### config.mk
export PLATFORM = sky130hd
export DESIGN_NAME = cnn_frame_seq
export DESIGN_NICKNAME = d
export VERILOG_FILES = /design/src/rtl/cnn_frame_seq.sv
export SDC_FILE = /design/constraint.sdc
export NUM_CORES = 1
export LEC_CHECK = 0
export CAP_MARGIN = 15
export CORE_MARGIN = 2
export CORE_UTILIZATION = 55
export CTS_CLUSTER_DIAMETER = 150
export DETAILED_ROUTE_END_ITERATION = 10
export PLACE_DENSITY = 0.85
export RECOVER_POWER = 100
export SYNTH_ARGS = -nofsm -noshare
export SYNTH_HDL_FRONTEND = slang
export SYNTH_SLANG_ARGS = --single-unit
### constraint.sdc
create_clock -name clk -period 4.8 [get_ports clk]
set_clock_uncertainty 0.05 [all_clocks]
set_input_delay 0.72 -clock clk [delete_from_list [all_inputs] [get_ports clk]]
set_output_delay 0.72 -clock clk [all_outputs]
set_load 0.005 [all_outputs]
### src/rtl/cnn_frame_seq.sv
// Frame sequencer: walks a W x H raster over N channel planes with start-up/line
// delays, back-pressure, 3x3 pad flags, stride-2 strobes, abort and frame-done.
module cnn_frame_seq #(
  parameter int W_SIZE       = 12,
  parameter int W_DELAY      = 12,
  parameter int W_CH         = 8,
  parameter int W_FRAME_SIZE = 2*W_SIZE+1
) (
  input  logic                    clk,
  input  logic                    rst,
  input  logic                    q_start,
  input  logic                    q_abort,
  input  logic                    q_is_conv3x3,
  input  logic                    q_stride2,
  input  logic [W_SIZE-1:0]       q_width,
  input  logic [W_SIZE-1:0]       q_height,
  input  logic [W_CH-1:0]         q_channels,
  input  logic [W_DELAY-1:0]      q_start_up_delay,
  input  logic [W_DELAY-1:0]      q_hsync_delay,
  input  logic                    i_ready,
  output logic                    o_ctrl_vsync_run,
  output logic                    o_ctrl_hsync_run,
  output logic                    o_ctrl_data_run,
  output logic [W_DELAY-1:0]      o_ctrl_vsync_cnt,
  output logic [W_DELAY-1:0]      o_ctrl_hsync_cnt,
  output logic [W_SIZE-1:0]       o_row,
  output logic [W_SIZE-1:0]       o_col,
  output logic [W_CH-1:0]         o_chan,
  output logic [W_FRAME_SIZE-1:0] o_data_count,
  output logic                    o_fire,
  output logic                    o_pad_top,
  output logic                    o_pad_bot,
  output logic                    o_pad_left,
  output logic                    o_pad_right,
  output logic                    o_stride_hit,
  output logic                    o_end_line,
  output logic                    o_end_plane,
  output logic                    o_end_frame,
  output logic                    o_frame_done,
  output logic                    o_cfg_err,
  output logic                    o_busy
);

  typedef enum logic [2:0] {S_IDLE, S_VSYNC, S_HSYNC, S_DATA, S_DONE} state_t;

  localparam logic [W_SIZE-1:0] ONE_S = 1;
  localparam logic [W_CH-1:0]   ONE_C = 1;

  state_t                  state;
  logic [W_DELAY-1:0]      vsync_cnt, hsync_cnt;
  logic [W_SIZE-1:0]       row, col;
  logic [W_CH-1:0]         chan;
  logic [W_FRAME_SIZE-1:0] data_count;
  logic                    cfg_err;

  // Shadow copy of the configuration, frozen for the whole frame
  logic [W_SIZE-1:0]  width_q, height_q;
  logic [W_CH-1:0]    chans_q;
  logic [W_DELAY-1:0] su_delay_q, hs_delay_q;
  logic               conv_q, stride2_q;

  logic [W_SIZE-1:0] width_m1, height_m1;
  logic [W_CH-1:0]   chans_m1;
  logic              data_run, fire, last_col, last_row, end_line, end_plane, end_frame;

  assign width_m1  = width_q - ONE_S;
  assign height_m1 = height_q - ONE_S;
  assign chans_m1  = chans_q - ONE_C;

  assign data_run  = (state == S_DATA);
  assign fire      = data_run & i_ready;
  assign last_col  = (col == width_m1);
  assign last_row  = (row == height_m1);
  assign end_line  = data_run & last_col;
  assign end_plane = end_line & last_row;
  assign end_frame = end_plane & (chan == chans_m1);

  assign o_ctrl_vsync_run = (state == S_VSYNC);
  assign o_ctrl_hsync_run = (state == S_HSYNC);
  assign o_ctrl_data_run  = data_run;
  assign o_ctrl_vsync_cnt = vsync_cnt;
  assign o_ctrl_hsync_cnt = hsync_cnt;
  assign o_row            = row;
  assign o_col            = col;
  assign o_chan           = chan;
  assign o_data_count     = data_count;
  assign o_fire           = fire;
  assign o_pad_top        = data_run & conv_q & (row == '0);
  assign o_pad_bot        = data_run & conv_q & last_row;
  assign o_pad_left       = data_run & conv_q & (col == '0);
  assign o_pad_right      = data_run & conv_q & last_col;
  assign o_stride_hit     = data_run & (~stride2_q | (~row[0] & ~col[0]));
  assign o_end_line       = end_line;
  assign o_end_plane      = end_plane;
  assign o_end_frame      = end_frame;
  assign o_frame_done     = (state == S_DONE);
  assign o_cfg_err        = cfg_err;
  assign o_busy           = (state != S_IDLE);

  always_ff @(posedge clk) begin
    if (rst) begin
      state      <= S_IDLE;
      vsync_cnt  <= '0;
      hsync_cnt  <= '0;
      row        <= '0;
      col        <= '0;
      chan       <= '0;
      data_count <= '0;
      cfg_err    <= 1'b0;
      width_q    <= '0;
      height_q   <= '0;
      chans_q    <= '0;
      su_delay_q <= '0;
      hs_delay_q <= '0;
      conv_q     <= 1'b0;
      stride2_q  <= 1'b0;
    end else begin
      cfg_err <= 1'b0;
      if (q_abort && state != S_IDLE) begin
        state      <= S_IDLE;
        vsync_cnt  <= '0;
        hsync_cnt  <= '0;
        row        <= '0;
        col        <= '0;
        chan       <= '0;
        data_count <= '0;
      end else begin
        case (state)
          S_IDLE: begin
            if (q_start && !q_abort) begin
              if (q_width == '0 || q_height == '0 || q_channels == '0) begin
                cfg_err <= 1'b1;
              end else begin
                width_q    <= q_width;
                height_q   <= q_height;
                chans_q    <= q_channels;
                su_delay_q <= q_start_up_delay;
                hs_delay_q <= q_hsync_delay;
                conv_q     <= q_is_conv3x3;
                stride2_q  <= q_stride2;
                state      <= S_VSYNC;
              end
            end
          end
          S_VSYNC: begin
            if (vsync_cnt == su_delay_q) begin
              vsync_cnt <= '0;
              state     <= S_HSYNC;
            end else begin
              vsync_cnt <= vsync_cnt + 1'b1;
            end
          end
          S_HSYNC: begin
            if (hsync_cnt == hs_delay_q) begin
              hsync_cnt <= '0;
              state     <= S_DATA;
            end else begin
              hsync_cnt <= hsync_cnt + 1'b1;
            end
          end
          S_DATA: begin
            // Stalled pixels hold every coordinate and the state
            if (i_ready) begin
              if (end_frame) begin
                row        <= '0;
                col        <= '0;
                data_count <= '0;
                state      <= S_DONE;
              end else if (end_plane) begin
                chan       <= chan + 1'b1;
                row        <= '0;
                col        <= '0;
                data_count <= '0;
                state      <= S_VSYNC;
              end else if (end_line) begin
                col        <= '0;
                row        <= row + 1'b1;
                data_count <= data_count + 1'b1;
                state      <= S_HSYNC;
              end else begin
                col        <= col + 1'b1;
                data_count <= data_count + 1'b1;
              end
            end
          end
          S_DONE: begin
            chan  <= '0;
            state <= S_IDLE;
          end
          default: state <= S_IDLE;
        endcase
      end
    end
  end

endmodule
==> results of run 1 <==
==> critical path: stages (launching register included) <==
cell and delay [ps]:
dfxtp_1 410, inv_1 70, ha_1 330, o21ba_1 230, a221oi_1 290, a41oi_1 60, or4_1 510, a211oi_2 310
and3_1 410, nand2_1 120, inv_1 80, clkdlybuf4s50_1 500
==> worst min-delay path by stage <==
stage	cells past startpoint	slack, ps	endpoint	startpoint
final	2	410	chans_q[7]$_SDFFE_PP0P_	chans_q[7]$_SDFFE_PP0P_
after global routing	2	440	su_delay_q[9]$_SDFFE_PP0P_	su_delay_q[9]$_SDFFE_PP0P_
after CTS	2	410	stride2_q$_SDFFE_PP0P_	stride2_q$_SDFFE_PP0P_
after detailed placement	2	400	stride2_q$_SDFFE_PP0P_	stride2_q$_SDFFE_PP0P_
after global placement	2	400	stride2_q$_SDFFE_PP0P_	stride2_q$_SDFFE_PP0P_
after floorplan	2	390	stride2_q$_SDFFE_PP0P_	stride2_q$_SDFFE_PP0P_
==> cell usage in the layout, fill, tap and decap left out, types with 17 or more instances in the layout <==
master / synthesis / routed
a21oi_1: 98 / 98
and3_1: 19 / 19
clkbuf_16: 0 / 17
clkdlybuf4s50_1: 0 / 64
dfxtp_1: 143 / 143
dlygate4sd3_1: 0 / 93
inv_1: 27 / 27
nand2_1: 168 / 168
nand3_1: 33 / 33
nand4_1: 27 / 27
nor2_1: 93 / 93
nor4_1: 24 / 24
o21ai_0: 26 / 27
xnor2_1: 51 / 51
xor2_1: 56 / 56
==> cell families (layout without fill, tap and decap cells) <==
family,count (synthesis),in the layout,synth area share
simple gates,439,439,0.290
fa+ha+maj,11,11,0.0185
buf+inv,80,227,0.0434
compound gates,168,168,0.132
mux,3,3,0.00404
flops,143,143,0.385
xor+xnor,107,107,0.126
==> through the flow <==
stage | cell area (µm²) | hold WS [ps] | std cells
after floorplan | 7430 | 387 | 951
after global placement | 9070 | 395 | 1241
after detailed placement | 9070 | 402 | 1241
after CTS | 9670 | 410 | 1273
after global routing | 9660 | 436 | 1274
final | 9660 | 413 | 1274
==> report_power, final <==
group,switching [µW],internal (µW)
clock network,498,843
logic,428,288
registers,77.1,1250
==> state kept, by name (all words and copies together) (netlist names), 12 cells and up <==
name / flops
o_ctrl_vsync_cnt: 12
width_q: 12
o_row: 12
o_col: 12
height_q: 12
o_ctrl_hsync_cnt: 12
su_delay_q: 12
o_data_count: 25
hs_delay_q: 12
==> routing by layer <==
metal | track usage | vias up | part of all wire
met3 | 0.0712 | 45 | 0.076
met1 | 0.351 | 3428 | 0.42
met2 | 0.478 | 277 | 0.48
met4 | 0.102 | 0 | 0.023
li1 | - | 3568 | -
met5 | 0 | - | 0
==> area by class of cell <==
| cell class | instances | area [µm²] |
|---|---|---|
| clock inverters | 10 | 135 |
| inverters | 29 | 109 |
| fillers | 1018 | 3580 |
| multi-input cells | 728 | 4250 |
| clock buffers | 22 | 464 |
| well taps | 176 | 220 |
| flip-flops and latches | 143 | 2860 |
| repair buffers | 166 | 1620 |
==> impl_results.md, run 1 <==
* Outcome: finished with violations
* Violated checks: capacitance limit, slew limit
* Async set-reset flop share out of synthesis at 0
* Worst Path Required at just over 4000 ps
* Mapped Cells at roughly 950
* Flops & latches, synth at 143
* Syn avg cell area at a little under 8 µm²
* Antenna violations before repair at 0
* Postcts setup bufs at 0
* Synth cell count leaders: nand2_1 (168), dfxtp_1 (143), a21oi_1 (98)
* Largest net degree at the start of global routing at a little under 60
* Sequential cell area fraction in the yosys report at 0.385
* Most common cell in the netlist: nand2_1
* Dpl hpwl at 14.2 mm
* Unrepaired setup endpoints after global routing: false
* Vias per inst at between 5 and 6
* Cell taking the most area after synthesis: dfxtp_1
* Port buffer count at ~160
* Die Area at around 0.014 mm²
* Worst r2r path cells at 11
* Initial Util at 0.561
* CTS Hold Bufs at 0
* Ports at around 160
* Peak VDD IR at 0.000245 V
* Die height at around 120 µm
* Die Span X at 120 µm
* Core Util, Final at 0.730
* GPL Wtd Cong at approximately 1
* HP Class: flip-flop to flip-flop
* DRC violation count after routing at 0
* Congestion Overflow GR at 0
* Tmin final at about 4500 ps
* Max cap viols at 2
* Distinct cell type count after synthesis at 64
* Most used DFF post-synth: dfxtp_1
* Setup slack after layout at 273 ps
* Max-slew headroom at -0.324
* FP Rows at 42
* Worst-Margin Slew at 1990 ps
* Placeable core region at ~0.013 mm²
* Layout cells sized above 1 at 0.0464
* Synth top area share at 0.385
* Maximum clock frequency at 0.221 GHz
* Total Routed Length at approximately 20 mm
* Final hold vios at 0
* TritonRoute pass-1 iters at 5
* Vias in the first global route at slightly below 7000
* H-Tree Depth at 4
* Leak at about 0.0038 µW
* Worst R2R End: o_data_count[18]$_SDFFE_PP0P_
* Routed Antenna Nets at 0
* Inserted Clock Buffers at 17
* CP startpoint kind: flip-flop
* Setup TNS at 0 ps
* CP endpoint kind: output port
* Via count at 7318
* Setup crit end: o_end_frame
* Final Max Tran Viols at ~100
* Syn nets at slightly above 1000
* Critical path arrival at about 3800 ps
* Cell Pwr Density at between 300 and 400 mW/mm²
* Critical Path Fanout Max at 11
* Post-synth EDFFs at 0
* Crit Path Class: flip-flop to output port
* Worst reg2reg startpoint: height_q[0]$_SDFFE_PP0P_
* Yosys warning count at 0
* First-pass GRT wire length at around 33 mm
* Mapped Area at 0.00743 mm²
* Clk Latency, worst-skew pair at between 400 and 500 ps
* GRT Total Usage at 0.283
* PostCTS Resize Cnt at 0
* CP Launch Point: height_q[0]$_SDFFE_PP0P_
* Starting DRT DRC Count at 530
* Final Cycle Share at 0.943
* Diode count at 0
* Top cells by area, synth: dfxtp_1 (39%), nand2_1 (8.5%), a21oi_1 (6.6%)
* CTS root buffer: clkbuf_16
* Clk sinks at 143
* Final Net Count at 1159
* CTS tree: yes
* Layout area overhead at 30.0%
* R2R Setup Slk at 1100 ps
* Pre-CTS WS at about 760 ps
* DR WL/cell at 15.9 µm
* Clk buf depth at 2
* Final setup fails at 0
* Clock Pin Slew Worst Setup and Hold Paths at roughly 60 ps
* Final Power at approximately 3400 µW
Power figures use the tool's default switching activity.
==> run 2, diff against run 1 <==
--- a/config.mk
+++ b/config.mk
@@ -5,12 +5,13 @@
 export SDC_FILE = /design/constraint.sdc
 export NUM_CORES = 1
 export LEC_CHECK = 0
+export ABC_AREA = 1
 export CAP_MARGIN = 15
 export CORE_MARGIN = 2
 export CORE_UTILIZATION = 55
 export CTS_CLUSTER_DIAMETER = 150
 export DETAILED_ROUTE_END_ITERATION = 10
-export PLACE_DENSITY = 0.85
+export PLACE_DENSITY = 0.84
 export RECOVER_POWER = 100
 export SYNTH_ARGS = -nofsm -noshare
 export SYNTH_HDL_FRONTEND = slang
==> run 2 against run 1 <==
Against the previous run:
- the run still ends with capacitance limit, slew limit left
- sequential share of layout area decreased by 2.9 points
- synthesized cell count increased by 32%
- routed wire length increased by 18%
- combinational power increased by 63%
- non-clock buffer count decreased by 1
- critical path type is now input pin to flip-flop
==> impl_results.md, run 2 <==
* Max-slew headroom at -0.634 (-0.310)
* Inserted Clock Buffers at 17 (unchanged)
* Most frequent cells in the layout: nand2_1 (270), inv_1 (159), dfxtp_1 (143), nor2_1 (111), a21oi_1 (107)
* Most used DFF post-synth: dfxtp_1
* Largest net degree at the start of global routing at 51 (-14%)
* Congestion Overflow GR at 0 (unchanged)
* Most common cell in the netlist: nand2_1
* Antenna violations before repair at 0 (unchanged)
* Via count at 8789 (+20%)
* Flops & latches, synth at 143 (unchanged)
* Pre-CTS WS at 1380 ps (+622 ps)
* Crit Path Class: input pin to flip-flop
* Final Max Tran Viols at 30 (-71%)
* Post-synth EDFFs at 0 (unchanged)
* Starting DRT DRC Count at 612 (+15%)
* Die Area at 0.0164 mm² (+13%)
* Clk sinks at 143 (unchanged)
* Worst-Margin Slew at 2430 ps (+448 ps)
* First-pass GRT wire length at 39.0 mm (+18%)
* Most common cell after layout, fill and taps aside: nand2_1
* DRC violation count after routing at 0 (unchanged)
* GPL Wtd Cong at 0.963 (-3.5%)
* Vias per inst at 5.47 (-4.7%)
* CTS Hold Bufs at 0 (unchanged)
* Layout area overhead at 26.4%
* Vias in the first global route at 8141 (+17%)
* Clk buf depth at 2 (unchanged)
* Syn nets at 1333 (+30%)
* Die Span X at 128 µm (+6.5%)
* Routed Antenna Nets at 0 (unchanged)
* Clock Pin Slew Worst Setup and Hold Paths at 60 ps (about the same)
* Syn avg cell area at 6.73 µm² (-14%)
* Max FFs per register at 25 (unchanged)
* Sequential cell area fraction in the yosys report at 0.338 (-0.0472)
* Total Routed Length at 23.9 mm (+18%)
* Top cells by area, synth: dfxtp_1 (34%), nand2_1 (12%), inv_1 (7.0%)
* Setup TNS at 0 ps (unchanged)
* Port buffer count at 158 (unchanged)
* Postcts setup bufs at 0 (unchanged)
* Layout cells sized above 1 at 0.0621 (+0.0156)
* Synth cell count leaders: nand2_1 (268), inv_1 (158), dfxtp_1 (143)
* Tmin final at 4340 ps (-183 ps)
* CP startpoint kind: input pin
* Setup slack after layout at 456 ps (+183 ps)
* GRT Total Usage at 0.297 (+0.0135)
* Max cap viols at 1 (-1)
* Die height at 128 µm (+6.5%)
* FP Rows at 45 (+7.1%)
* Yosys warning count at 0 (unchanged)
* Final setup fails at 0 (unchanged)
* Hold WS at 413 ps (-0.296 ps)
* Clk Latency, worst-skew pair at 420 ps (about the same)
* Async set-reset flop share out of synthesis at 0 (unchanged)
* Worst Path Required at 5080 ps (+1050 ps)
* Placeable core region at 0.0151 mm² (+14%)
* CTS tree: yes
* Distinct cell type count after synthesis at 47 (-27%)
* Final hold vios at 0 (unchanged)
* PostCTS Resize Cnt at 0 (unchanged)
* Unrepaired setup endpoints after global routing: false
* Cell Pwr Density at 363 mW/mm² (+3.7%)
* Peak VDD IR at 0.000274 V (+12%)
* Mapped Cells at 1259 (+32%)
* Critical path arrival at 4620 ps (+860 ps)
* Violated checks: capacitance limit, slew limit
* Diode count at 0 (unchanged)
* Cell taking the most area after synthesis: dfxtp_1
* Dpl hpwl at 18.1 mm (+27%)
* HP Class: flip-flop to flip-flop
* Outcome: finished with violations
* CTS root buffer: clkbuf_16
* H-Tree Depth at 4 (unchanged)
* Leak at 0.00453 µW (+19%)
* Mapped Area at 0.00847 mm² (+14%)
* Initial Util at 0.559 (-0.00205)
* Maximum clock frequency at 0.230 GHz (+4.2%)
* CP endpoint kind: flip-flop
* Final Cycle Share at 0.905 (-0.0381)
* DR WL/cell at 14.9 µm (-6.1%)
* Critical Path Fanout Max at 29 (+18)
* Ports at 159 (unchanged)
* Final Power at 3890 µW (+15%)
* Final Net Count at 1479 (+28%)
* TritonRoute pass-1 iters at 5 (unchanged)
* Synth top area share at 0.338 (-0.0472)
* R2R Setup Slk at 740 ps (-360 ps)
run 2: changes by cell type after synthesis, sizes merged, moves of 17 or more:
cell	change
o21ai	+46
nor2	+31
nand2	+106
xnor2	-26
and3	-17
nor3	+25
inv	+144
nand3	+80
run 2: logic make-up after synthesis:
logic type      count (synthesis)  synth area share
simple gates                  624             0.349
buf+inv                       211            0.0963
compound gates                199             0.126
flops                         143             0.338
xor+xnor                       71            0.0750
fa+ha+maj                      11            0.0162
run 2: final timing paths:
check	end	depth (start not counted)	start
max reg2reg	o_data_count[18]$_SDFFE_PP0P_	8	state[2]$_SDFFE_PP0P_
max	o_data_count[18]$_SDFFE_PP0P_	9	q_abort
min reg2reg	hs_delay_q[5]$_SDFFE_PP0P_	2	hs_delay_q[5]$_SDFFE_PP0P_
min	hs_delay_q[5]$_SDFFE_PP0P_	2	hs_delay_q[5]$_SDFFE_PP0P_
run 2: area by class of cell:
class / instances / area, µm²
fill: 1299 / 4440
tap: 188 / 235
inverter: 173 / 651
clock buffer: 23 / 468
multi-input combinational: 905 / 4740
timing repair buffer: 165 / 1620
clock inverter: 9 / 130
sequential: 143 / 2860
run 2: metrics by stage:
| step | cells | util | instance area [µm²] |
|---|---|---|---|
| final | 1606 | 0.707 | 10700 |
| after floorplan | 1259 | - | 8470 |
| after detailed placement | 1574 | 0.674 | 10200 |
| after CTS | 1606 | 0.713 | 10800 |
| after global routing | 1606 | 0.707 | 10700 |
| after global placement | 1574 | 0.674 | 10200 |
run 2: power by group:
part | total (µW) | leakage [µW] | internal [µW] | switching, µW
combinational | 1170 | 0.00308 | 411 | 764
sequential | 1360 | 0.00116 | 1280 | 82.0
clock | 1360 | 0.000292 | 846 | 512
total | 3890 | 0.00453 | 2530 | 1360
run 2: routing by layer:
metal,GRT usage,routed length (µm)
met1,0.355,9970
met2,0.524,11800
met3,0.0630,1590
met4,0.111,531
met5,0,0
run 2: critical path, cell delays in order:
cell and delay [ps]:
dlygate4sd3_1 520, inv_1 60, o21ai_1 1820, clkbuf_1 680, a21oi_2 330, inv_2 310, nor2_1 70, nand2_1 60
inv_1 30
==> run 3, diff against run 2 <==
--- a/config.mk
+++ b/config.mk
@@ -6,6 +6,7 @@
 export NUM_CORES = 1
 export LEC_CHECK = 0
 export ABC_AREA = 1
+export ABC_CLOCK_PERIOD_IN_PS = 4800
 export CAP_MARGIN = 15
 export CORE_MARGIN = 2
 export CORE_UTILIZATION = 55
==> results of run 3 <==
No change in the layout: final DEF, timing and power equal those of run 2.
